`src/rtl/bandwidth_check.sv`:
```
// AXI-Stream receive bandwidth checker: times a fixed-length burst and counts sequence/TLAST errors.
// Optional idle-timeout abort is built when BWCHECK_TIMEOUT_EN is defined.
module bandwidth_check #(
  parameter logic [31:0] XFER_BEATS     = 32'h0200_0000,
  parameter logic [31:0] TIMEOUT_CYCLES = 32'd250_000_000
) (
  input  logic         clock,
  input  logic         reset,
  input  logic [255:0] IN_AXIS_TDATA,
  input  logic         IN_AXIS_TVALID,
  input  logic         IN_AXIS_TLAST,
  output logic         IN_AXIS_TREADY,
  output logic [63:0]  rx_time,
  output logic [31:0]  rx_beats,
  output logic [31:0]  seq_errors,
  output logic [31:0]  last_errors,
  output logic         test_done,
  output logic         busy,
  output logic         timed_out
);

  localparam int unsigned CNT_W  = 32;
  localparam int unsigned TIME_W = 64;
  localparam int unsigned SEQ_W  = 64;

  typedef enum logic [1:0] {S_IDLE, S_RUN, S_REPORT} state_t;

  state_t            state_q, state_d;
  logic [TIME_W-1:0] cyc_q;
  logic [TIME_W-1:0] start_q, start_d;
  logic [TIME_W-1:0] end_q, end_d;
  logic [SEQ_W-1:0]  prev_q, prev_d;
  logic [CNT_W-1:0]  beat_q, beat_d;
  logic [CNT_W-1:0]  seq_q, seq_d;
  logic [CNT_W-1:0]  lerr_q, lerr_d;
  logic              timeout_d;
  logic              accept_c;
  logic [SEQ_W-1:0]  data_c;
  logic              unused_tdata_c;

`ifdef BWCHECK_TIMEOUT_EN
  logic [CNT_W-1:0]  idle_q, idle_d;
`else
  logic [CNT_W-1:0]  unused_timeout_c;
  assign unused_timeout_c = TIMEOUT_CYCLES;
`endif

  assign accept_c       = IN_AXIS_TVALID && IN_AXIS_TREADY;
  assign data_c         = IN_AXIS_TDATA[SEQ_W-1:0];
  assign unused_tdata_c = ^IN_AXIS_TDATA[255:SEQ_W];

  function automatic logic [CNT_W-1:0] sat_inc(input logic [CNT_W-1:0] v);
    return (v == {CNT_W{1'b1}}) ? v : v + CNT_W'(1);
  endfunction

  // State register
  always_ff @(posedge clock) begin
    if (reset) state_q <= S_IDLE;
    else       state_q <= state_d;
  end

  // Next-state and live-counter update; end count tracks every accepted beat
  always_comb begin
    state_d   = state_q;
    start_d   = start_q;
    end_d     = end_q;
    prev_d    = prev_q;
    beat_d    = beat_q;
    seq_d     = seq_q;
    lerr_d    = lerr_q;
    timeout_d = 1'b0;
`ifdef BWCHECK_TIMEOUT_EN
    idle_d    = idle_q;
`endif
    unique case (state_q)
      S_IDLE: begin
        if (accept_c) begin
          start_d = cyc_q;
          end_d   = cyc_q;
          prev_d  = data_c;
          beat_d  = CNT_W'(1);
          seq_d   = '0;
          lerr_d  = IN_AXIS_TLAST ? '0 : CNT_W'(1);
`ifdef BWCHECK_TIMEOUT_EN
          idle_d  = '0;
`endif
          state_d = (XFER_BEATS == CNT_W'(1)) ? S_REPORT : S_RUN;
        end
      end
      S_RUN: begin
        if (accept_c) begin
          end_d  = cyc_q;
          prev_d = data_c;
          beat_d = beat_q + CNT_W'(1);
          if (data_c <= prev_q) seq_d  = sat_inc(seq_q);
          if (!IN_AXIS_TLAST)   lerr_d = sat_inc(lerr_q);
`ifdef BWCHECK_TIMEOUT_EN
          idle_d = '0;
`endif
          if (beat_d == XFER_BEATS) state_d = S_REPORT;
        end
`ifdef BWCHECK_TIMEOUT_EN
        else begin
          idle_d = idle_q + CNT_W'(1);
          if (idle_d == TIMEOUT_CYCLES) begin
            state_d   = S_REPORT;
            timeout_d = 1'b1;
          end
        end
`endif
      end
      S_REPORT: begin
        beat_d  = '0;
        seq_d   = '0;
        lerr_d  = '0;
`ifdef BWCHECK_TIMEOUT_EN
        idle_d  = '0;
`endif
        state_d = S_IDLE;
      end
      default: state_d = S_IDLE;
    endcase
  end

  // Datapath registers and results; results publish on entry to REPORT so test_done aligns with it
  always_ff @(posedge clock) begin
    if (reset) begin
      cyc_q          <= '0;
      start_q        <= '0;
      end_q          <= '0;
      prev_q         <= '0;
      beat_q         <= '0;
      seq_q          <= '0;
      lerr_q         <= '0;
`ifdef BWCHECK_TIMEOUT_EN
      idle_q         <= '0;
`endif
      IN_AXIS_TREADY <= 1'b0;
      busy           <= 1'b0;
      test_done      <= 1'b0;
      rx_time        <= '0;
      rx_beats       <= '0;
      seq_errors     <= '0;
      last_errors    <= '0;
      timed_out      <= 1'b0;
    end else begin
      cyc_q          <= cyc_q + TIME_W'(1);
      start_q        <= start_d;
      end_q          <= end_d;
      prev_q         <= prev_d;
      beat_q         <= beat_d;
      seq_q          <= seq_d;
      lerr_q         <= lerr_d;
`ifdef BWCHECK_TIMEOUT_EN
      idle_q         <= idle_d;
`endif
      IN_AXIS_TREADY <= (state_d != S_REPORT);
      busy           <= (state_d == S_RUN);
      test_done      <= (state_d == S_REPORT);
      if (state_d == S_REPORT) begin
        rx_time     <= end_d - start_d;
        rx_beats    <= beat_d;
        seq_errors  <= seq_d;
        last_errors <= lerr_d;
        timed_out   <= timeout_d;
      end
    end
  end

endmodule

```
`config.mk`:
```
export PLATFORM = sky130hd
export DESIGN_NAME = bandwidth_check
export DESIGN_NICKNAME = d
export VERILOG_FILES = /design/src/rtl/bandwidth_check.sv
export SDC_FILE = /design/constraint.sdc
export NUM_CORES = 1
export LEC_CHECK = 0
export BUFFER_PORTS_ARGS = -buffer_cell sky130_fd_sc_hd__buf_2
export CAP_MARGIN = 20
export CORE_MARGIN = 5
export CORE_UTILIZATION = 23
export DETAILED_ROUTE_END_ITERATION = 10
export SLEW_MARGIN = 15
export SYNTH_ARGS = -nofsm -noshare
export SYNTH_HDL_FRONTEND = slang
export SYNTH_SLANG_ARGS = --single-unit
```
`constraint.sdc`:
```
create_clock -name clock -period 6.1 [get_ports clock]
set_input_delay 0.305 -clock clock [delete_from_list [all_inputs] [get_ports clock]]
set_output_delay 0.305 -clock clock [all_outputs]
set_load 0.01 [all_outputs]
```
==> impl_metrics.ini, run 1 <==
[timing]
slew_violations = 0
final-setup-viol-count = 0
fin_crit_ns = 5.21
rsz0062_at_grt = no
fin_ws_ns = 0.891
skew_ns = 0.0250
max_freq_mhz = 192
worstMarginPinSlew_ns = 1.08
relSlewSlack = 0.280
timing.final.crit_share = 0.854
tns_ns = 0
hold_viol_final = 0

[final_layout]
mostFrequentLayoutCell = nand2_1
n_fill_cell = 12300
area_growth_pct = 20.9
final_cell_mix = nand2_1, dfxtp_1, a21oi_1, nor2_1, buf_2
final_cell_area_sq_mm = 0.0318
fin_util = 0.279
nets = 3930
seq_area_sq_mm = 0.0103
multi_input_area_sq_mm = 0.0148
drive_above_1_share = 0.112

[setup_path]
worstPathRequired_ns = 6.56
r2r_cells = 16
arrival_ns = 5.67
start_kind = flip-flop
crit_path_max_incr_delay_ns = 0.73
critPathMostFrequentCell = nor3_1
critPathKind = reg2reg
cp-end-kind = flip-flop
cp_max_fo = 10
worst_path_max_delay_cell = nor4_1
crit_chain = nand2_1 > nor2_4 > mux2i_1 > inv_1 > ha_1 > nor2b_1 > o2111ai_1 > a21oi_1 > o2111ai_1 > a2111oi_0 > buf_4 > o211a_1 > nor4_1 > nor3_1 > nor3_1 > nor3_1

[die]
die_h_um = 348
io_pins = 424
dieArea_sq_mm = 0.121
initial_utilization = 0.231
core_area_sq_mm = 0.114
num_rows = 124
die_w_um = 348

[run_status]
status = finished, final reports clean

[pwr]
powerDensity_mw_per_mm2 = 255
p_sw_frac = 0.251
p_sw_mw = 2.03
ir_worst_vdd_mv = 0.193
total_power_mw = 8.10
leakagePower_nw = 12.8
p_int_mw = 6.07
clock_power_share = 0.500
seq_power_share = 0.422
combPwrFrac = 0.078

[global_routing]
grt_pass1_wl_mm = 126
grt_antenna_before_repair = 3
grt_pass1_vias = 23000
overflow = 0
grt_use_total = 0.127
grt_max_degree = 198

[placed_design]
gp_congestion = 0.834
port_buffers = 230
dpl_cell_area_sq_mm = 0.0288
place_hpwl_mm = 54.2
pre_cts_ws_ns = 1.05

[detailed_routing]
drtIter0Drc = 1658
via_count = 24100
dr.pass1.iters = 5
via_per_inst = 4.72
antenna_left = 0
wl_per_cell_um = 15.6
finalWirelength_mm = 79.6
route.detailed.drc = 0

[clock_tree]
cts.sinks = 517
clock_path_buffers = 3
htreeDepth = 3
cts_tree = built
cts-root-buf = clkbuf_16
clock_latency_ns = 0.62
clk_pin_slew_ns = 0.06
cts_buffers = 66
postCtsResizedCells = 0

[synthesis]
ys_seq_elements = 517
netlist_area_sq_mm = 0.0263
synth_flop_cell = dfxtp_1
synth_cell_types = 89
syn_nets = 3733
yosysTopAreaCellShare = 0.394
synth_edf_count = 0
yosys_warnings = 0
synth_area_per_cell_sq_um = 7.86
seq_area_frac_synth = 0.394
async_flop_share = 0
yosys.area.top_type = dfxtp_1
yosys-top-cells-area = dfxtp_1, nand2_1, a21oi_1
syn_inst = 3339

[hold_path]
hp-class = in2reg
min_path_cells = 2

[job]
max-cap-violations = 0
## synthesized netlist by cell type, types with 5 or more instances
library cell and instances:
nand2_1 639, dfxtp_1 517, a21oi_1 343, nor2_1 297
o21ai_0 152, clkbuf_1 149, ha_1 133, inv_1 98
nand3_1 77, and3_1 75, nand4_1 74, mux2i_1 69
xor2_1 67, xnor2_1 59, nor3_1 58, a21o_1 50
and2_1 40, a211oi_1 39, a31oi_1 39, buf_2 34
nor4_1 26, or3_1 25, o21a_1 21, and4_1 20
o31ai_1 20, nor2b_1 18, o21bai_1 18, o22ai_1 16
a311oi_1 14, nand2b_1 13, a41oi_1 9, o211ai_1 9
a21boi_0 6, buf_4 6, nor3b_1 6, o2111ai_1 5
## final timing paths
path / from / to / slack (ns)
max: IN_AXIS_TREADY / rx_time[55] / 0.89
min: reset / seq_q[2] / 0.06
max reg2reg: IN_AXIS_TREADY / rx_time[55] / 0.89
min reg2reg: rx_time[16] / rx_time[16] / 0.45
## power groups by stage
stage,logic (mW),clock network (mW),registers (mW)
after detailed placement,0.599,0,3.49
after floorplan,0.394,0,3.49
after global placement,0.598,0,3.49
after CTS,0.636,4.20,3.42
after global routing,0.699,4.33,3.42
final,0.632,4.05,3.42
## sequential cells by signal (all words and copies together) (netlist names), 64 cells and up
signal   count
start_q     64
rx_time     64
prev_q      64
cyc_q       64
end_q       64
## critical path: cells and delay by family (launching register included)
| family | cells | cell delay (ns) |
|---|---|---|
| buffers and inverters | 2 | 0.28 |
| adder cells (fa/ha/maj) | 1 | 0.29 |
| flip-flops | 1 | 0.46 |
| AO/OA/AOI/OAI | 5 | 1.54 |
| multiplexers | 1 | 0.39 |
| AND/OR/NAND/NOR | 7 | 2.10 |
## layer usage
metal,wire length (um),GRT usage
met5,0,0
met4,2670,0.0536
met3,5330,0.0295
met2,36000,0.206
met1,35600,0.162
## stage by stage
step                      hold WS (ns)  cells
after floorplan                  0.434   3339
after global placement           0.435   4915
after detailed placement         0.441   4916
after CTS                       0.0289   5100
after global routing            0.0491   5103
final                           0.0582   5103
## timing repair
item | 4_1_cts | 5_1_grt
hold buffers | 64 | 0
endpoints found under the hold margin | 64 | 0
buffers inserted | 0 | 0
## kinds of logic (layout without fill, tap and decap cells)
kind of cell    Yosys count  count (layout)  synth area share
xor+xnor                126             126            0.0420
fa+ha+maj               134             134            0.0641
compound gates          787             787             0.180
flops                   517             517             0.394
other cells               1               4          0.000143
mux                      70              70            0.0267
buf+inv                 295             544            0.0453
simple gates           1409            1409             0.248
## area by class of cell
cell class,instances,share of cell area
Multi-Input combinational cell,2527,0.465
Sequential cell,517,0.326
Tap cell,1512,0.0596
Clock buffer,87,0.0573
Antenna cell,3,0.000236
Timing Repair Buffer,325,0.0658
Clock inverter,33,0.0142
Inverter,99,0.0117
Note: power is estimated with default switching activity, not from simulation.
==> run 2, diff against run 1 <==
ABC_AREA = 1   (was not set)
==> run 2 against run 1 <==
Against the previous run:
- via count up 13%
- critical endpoint is now rx_time[57]
- sequential power about the same
- largest power group unchanged
- critical path type unchanged
- non-clock buffer count down 10
- die area up 5.8%
==> impl_metrics.ini, run 2 <==
[timing]
worstMarginPinSlew_ns = 1.02
fin_crit_ns = 4.42
rsz0062_at_grt = no
hold_slack_ns = 0.228
skew_ns = 0.0552
final-setup-viol-count = 0
fin_ws_ns = 1.68
tns_ns = 0
timing.final.crit_share = 0.725
relSlewSlack = 0.321
slew_violations = 0
max_freq_mhz = 226
hold_viol_final = 0

[synthesis]
yosys_warnings = 0
synth_edf_count = 0
yosys.area.top_type = dfxtp_1
yosysMostFrequentCell = nand2_1
async_flop_share = 0
synth_area_per_cell_sq_um = 6.56
netlist_area_sq_mm = 0.0278
ys_seq_elements = 517
yosysTopAreaCellShare = 0.372
syn_inst = 4245
synth_flop_cell = dfxtp_1
seq_area_frac_synth = 0.372
synth_cell_types = 46
yosys-top-cells-area = dfxtp_1, nand2_1, nor2_1
ys_top_cells_by_count = nand2_1, nor2_1, dfxtp_1, inv_1, a21oi_1
syn_nets = 4639

[clock_tree]
hold_buffers = 64
cts-root-buf = clkbuf_16
post_cts_buffers = 0
htreeDepth = 2
postCtsResizedCells = 0
cts_tree = built
clk_pin_slew_ns = 0.06
clock_latency_ns = 0.68
cts_buffers = 61
cts.sinks = 517
clock_path_buffers = 3

[final_layout]
area_growth_pct = 20.0
nets = 4876
seq_area_sq_mm = 0.0103
drive_above_1_share = 0.0841
final_cell_mix = nand2_1, nor2_1, dfxtp_1, inv_1, a21oi_1
mostFrequentLayoutCell = nand2_1
n_antenna_cell = 0
final_cell_area_sq_mm = 0.0334
n_fill_cell = 13400
multi_input_area_sq_mm = 0.0150

[job]
max-cap-violations = 0

[run_status]
status = finished, final reports clean

[setup_path]
cp_max_fo = 63
crit_chain = nor2_4 > nand2_4 > o21ai_0 > ha_1 > nand2_1 > o21ai_0 > a21oi_1 > o21bai_1 > a21o_1 > nand3_1 > nand2_1 > xor2_1 > nand2_1 > nand2_1
cp-end-kind = flip-flop
startpoint = state_q[1]
critPathKind = reg2reg
r2r-start = state_q[1]
worstPathRequired_ns = 6.72
path_buf_inv = 0
worst_path_max_delay_cell = o21ai_0
arrival_ns = 5.04
critPathMostFrequentCell = nand2_1
start_kind = flip-flop
crit_family = compound AO/OA/AOI/OAI gates
crit_path_max_incr_delay_ns = 0.74

[detailed_routing]
via_per_inst = 4.43
via_count = 27200
drtIter0Drc = 1842
finalWirelength_mm = 89.3
dr.pass1.iters = 5
antenna_left = 0
route.detailed.drc = 0
wl_per_cell_um = 14.5

[die]
die_h_um = 358
num_rows = 127
core_area_sq_mm = 0.120
die_w_um = 358
dieArea_sq_mm = 0.128
io_pins = 424
initial_utilization = 0.232

[global_routing]
overflow = 0
grt_use_total = 0.135
grt_pass1_vias = 25600
grt_antenna_before_repair = 0
grt_max_degree = 127
grt_pass1_wl_mm = 140

[hold_path]
hp-class = in2reg
holdCritStartpoint = IN_AXIS_TLAST

[pwr]
ir_worst_vdd_mv = 0.252
total_power_mw = 8.55
powerDensity_mw_per_mm2 = 256
leakagePower_nw = 14.5

[placed_design]
place_hpwl_mm = 67.6
dpl_cell_area_sq_mm = 0.0306
pre_cts_ws_ns = 1.72
port_buffers = 230
gp_congestion = 0.919
[run 2: cell types whose count changed after synthesis, moves of 33 or more]
cell	change
a211oi_1	-37
a21o_1	-37
inv_1	+413
nand3_1	+101
a21oi_1	+33
nand2_1	+500
mux2i_1	-68
clkbuf_1	-39
nor2_1	+269
and3_1	-72
o21ai_0	+135
xnor2_1	-44
[run 2: worst reg2reg max path, cell delays in order, from the launching register on]
cell and delay, ns:
dfxtp_1 0.52, nor2_4 0.11, nand2_4 0.52, o21ai_0 0.35
ha_1 0.35, nand2_1 0.05, o21ai_0 0.74, a21oi_1 0.29
o21bai_1 0.59, a21o_1 0.28, nand3_1 0.09, nand2_1 0.17
xor2_1 0.18, nand2_1 0.07, nand2_1 0.06
[run 2: per-stage QoR]
step	utilization	instances
final	0.278	6145
after global routing	0.278	6145
after CTS	0.278	6144
after detailed placement	0.255	5966
after global placement	0.255	5966
after floorplan	-	4245
[run 2: per-layer routing]
layer  wire, um  vias to the layer above  GRT usage  share of wire
li1           -                    14100          -              -
met1      41400                    12400      0.178           0.46
met2      40700                      568      0.228           0.46
met3       4110                      147     0.0194          0.046
met4       3100                        0     0.0445          0.035
met5          0                        -          0              0
[run 2: kinds of logic (layout without fill, tap and decap cells)]
group | after synthesis | in the layout | share of synthesized area
simple gates | 2117 | 2117 | 0.313
compound gates | 728 | 728 | 0.136
buf+inv | 661 | 949 | 0.0914
flops | 517 | 517 | 0.372
fa+ha+maj | 134 | 134 | 0.0605
xor+xnor | 86 | 86 | 0.0271
other cells | 1 | 1 | 0.000135
mux | 1 | 1 | 0.000360
[run 2: where the power goes]
group | internal, mW | switching (mW)
registers | 3.44 | 0.0191
clock network | 2.24 | 1.58
logic | 0.396 | 0.883
total | 6.07 | 2.48
[run 2: path summary, 6_finish.rpt]
| kind | end | slack (ns) | cells past startpoint |
|---|---|---|---|
| max reg2reg | rx_time[57] | 1.68 | 14 |
| min reg2reg | rx_beats[2] | 0.42 | 2 |
| min | lerr_q[0] | 0.23 | 5 |
| max | rx_time[57] | 1.68 | 14 |
[run 2: area by class of cell]
class	instances	area share
clock inverter	31	0.0112
multi-input combinational	3067	0.448
sequential	517	0.310
timing repair buffer	315	0.0603
tap	1612	0.0604
inverter	520	0.0586
clock buffer	83	0.0515
==> run 3, diff against run 2 <==
ABC_AREA = 0   (was 1)
clock period = 4.2 ns   (was 6.1 ns; I/O delays follow)
==> run 3 against run 2 <==
Against the previous run:
- utilization rose by 1.7 points
- global-route usage shrank 0.57 points
- non-clock buffer count is 187 higher
- design area increased by 0.60%
- clock power is 56% higher
- routed wire length shrank 7.5%
- sequential share of layout area shrank 0.18 points
- maximum frequency is 7.5% higher
- hold slack got worse by 0.21 ns
- via count fell by 8.3%
- sequential power increased by 44%
- die area shrank 5.5%
- largest power group unchanged
==> impl_metrics.ini, run 3 (synthesized netlist as in run 1, its figures left out) <==
[timing]
relSlewSlack = 0.309
skew_ns = 0.0212
max_freq_mhz = 243
final-setup-viol-count = 0
hold_viol_final = 0
rsz0062_at_grt = yes
slew_violations = 0
worstMarginPinSlew_ns = 1.03
fin_crit_ns = 4.11
timing.final.crit_share = 0.980

[hold_path]
min_path_cells = 2
hp-class = in2reg
hold_path_end = seq_q[26]
holdCritStartpoint = reset

[die]
core_area_sq_mm = 0.114
initial_utilization = 0.231
die_w_um = 348
die_h_um = 348
dieArea_sq_mm = 0.121
num_rows = 124
io_pins = 424

[final_layout]
stdcell_count = 5281
mostFrequentLayoutCell = nand2_1
drive_above_1_share = 0.168
area_growth_pct = 28.0
multi_input_area_sq_mm = 0.0152
fin_util = 0.295
nets = 4108
seq_area_sq_mm = 0.0104
final_cell_mix = nand2_1, dfxtp_1, a21oi_1, nor2_1, buf_2
n_fill_cell = 12200

[clock_tree]
cts.sinks = 517
clk_pin_slew_ns = 0.06
htreeDepth = 3
cts_tree = built
cts_buffers = 67
cts-root-buf = clkbuf_16
clock_latency_ns = 0.62
clock_path_buffers = 3

[setup_path]
start_kind = flip-flop
r2r-start = state_q[1]
worstPathRequired_ns = 4.69
r2r_cells = 19
worst_path_max_delay_cell = mux2_2
crit_chain = clkinv_1 > nand3_4 > nor2_4 > buf_12 > mux2_2 > ha_2 > nor2b_4 > o2111ai_2 > a21oi_2 > o2111ai_2 > buf_6 > a2111oi_4 > buf_4 > o211a_4 > buf_4 > nor3_2 > o31ai_2 > xnor2_2 > o21ai_0
reg2reg_slack_ns = 0.09
r2r_end = rx_time[57]
cp-end-kind = flip-flop
critPathKind = reg2reg
crit_path_max_incr_delay_ns = 0.34
cp_max_fo = 5
arrival_ns = 4.60

[global_routing]
overflow = 0
grt_pass1_wl_mm = 129
grt_antenna_before_repair = 3
grt_pass1_vias = 23600
grt_use_total = 0.129
grt_max_degree = 132

[job]
max-cap-violations = 0

[detailed_routing]
dr.pass1.iters = 6
via_count = 25000
antenna_left = 0
route.detailed.drc = 0
finalWirelength_mm = 82.6
via_per_inst = 4.73
drtIter0Drc = 1611
wl_per_cell_um = 15.6

[run_status]
status = finished, final reports clean

[pwr]
powerDensity_mw_per_mm2 = 357
ir_worst_vdd_mv = 0.284
leakagePower_nw = 13.7

[placed_design]
gp_congestion = 0.889
port_buffers = 230
dp_cells = 5078
place_hpwl_mm = 57.2
-- run 3: repair_timing --
item / in CTS / in global routing
hold buffers: 64 / 0
setup buffers: 0 / 12
resized for setup: 8 / 72
cloned: 0 / 2
pin swaps: 2 / 25
setup endpoints to repair: 5 / 21
hold endpoints to repair: 64 / 0
-- run 3: metrics by stage --
step           setup TNS, ns  power, mW  setup WS (ns)  hold slack, ns  instance area, sq um
6_report                   0       12.0         0.0854          0.0178                 33600
5_1_grt               -0.382       12.5        -0.0872          0.0479                 33600
4_1_cts                    0       12.1        0.00746         0.00133                 33100
3_5_place_dp           -1.22       5.99         -0.389           0.438                 30100
3_3_place_gp           -1.03       5.99         -0.318           0.434                 30100
2_1_floorplan              0       5.64        0.00787           0.346                 26300
-- run 3: how the worst max path moves through the flow --
stage,cells past startpoint,from,end
after detailed placement,17,IN_AXIS_TREADY,rx_time[59]
after global routing,20,state_q[1],rx_time[57]
after global placement,17,IN_AXIS_TREADY,rx_time[59]
final,19,state_q[1],rx_time[57]
after floorplan,17,IN_AXIS_TREADY,rx_time[63]
after CTS,17,IN_AXIS_TREADY,rx_time[61]
-- run 3: power by group --
group	switching, mW	leakage [nW]	internal, mW
Clock	2.36	1.11	3.60
Sequential	0.0203	4.17	4.94
Combinational	0.612	8.39	0.446
Total	3.00	13.7	8.99
-- run 3: layout make-up --
type,instances,share of cell area
multi-input cells,2527,0.451
diodes,3,0.000223
well taps,1512,0.0563
repair buffers,502,0.105
inverters,99,0.0111
clock inverters,26,0.0121
clock buffers,95,0.0560
flip-flops and latches,517,0.308
-- run 3: metal layers --
layer	global-route usage	wire, um	up-vias	share of wire
met5	0	0	-	0
met4	0.0433	2420	0	0.029
met3	0.0219	4340	134	0.053
met2	0.213	37700	605	0.46
met1	0.172	38100	11800	0.46
li1	-	-	12500	-
-- run 3: worst max-delay path: cells and delay by family (launching register included) --
| kind | cells | cell delay (ns) |
|---|---|---|
| multiplexers | 1 | 0.34 |
| AO/OA/AOI/OAI | 7 | 1.63 |
| AND/OR/NAND/NOR | 4 | 0.55 |
| adder cells (fa/ha/maj) | 1 | 0.20 |
| flip-flops | 1 | 0.32 |
| XOR/XNOR | 1 | 0.21 |
| buffers and inverters | 5 | 0.72 |
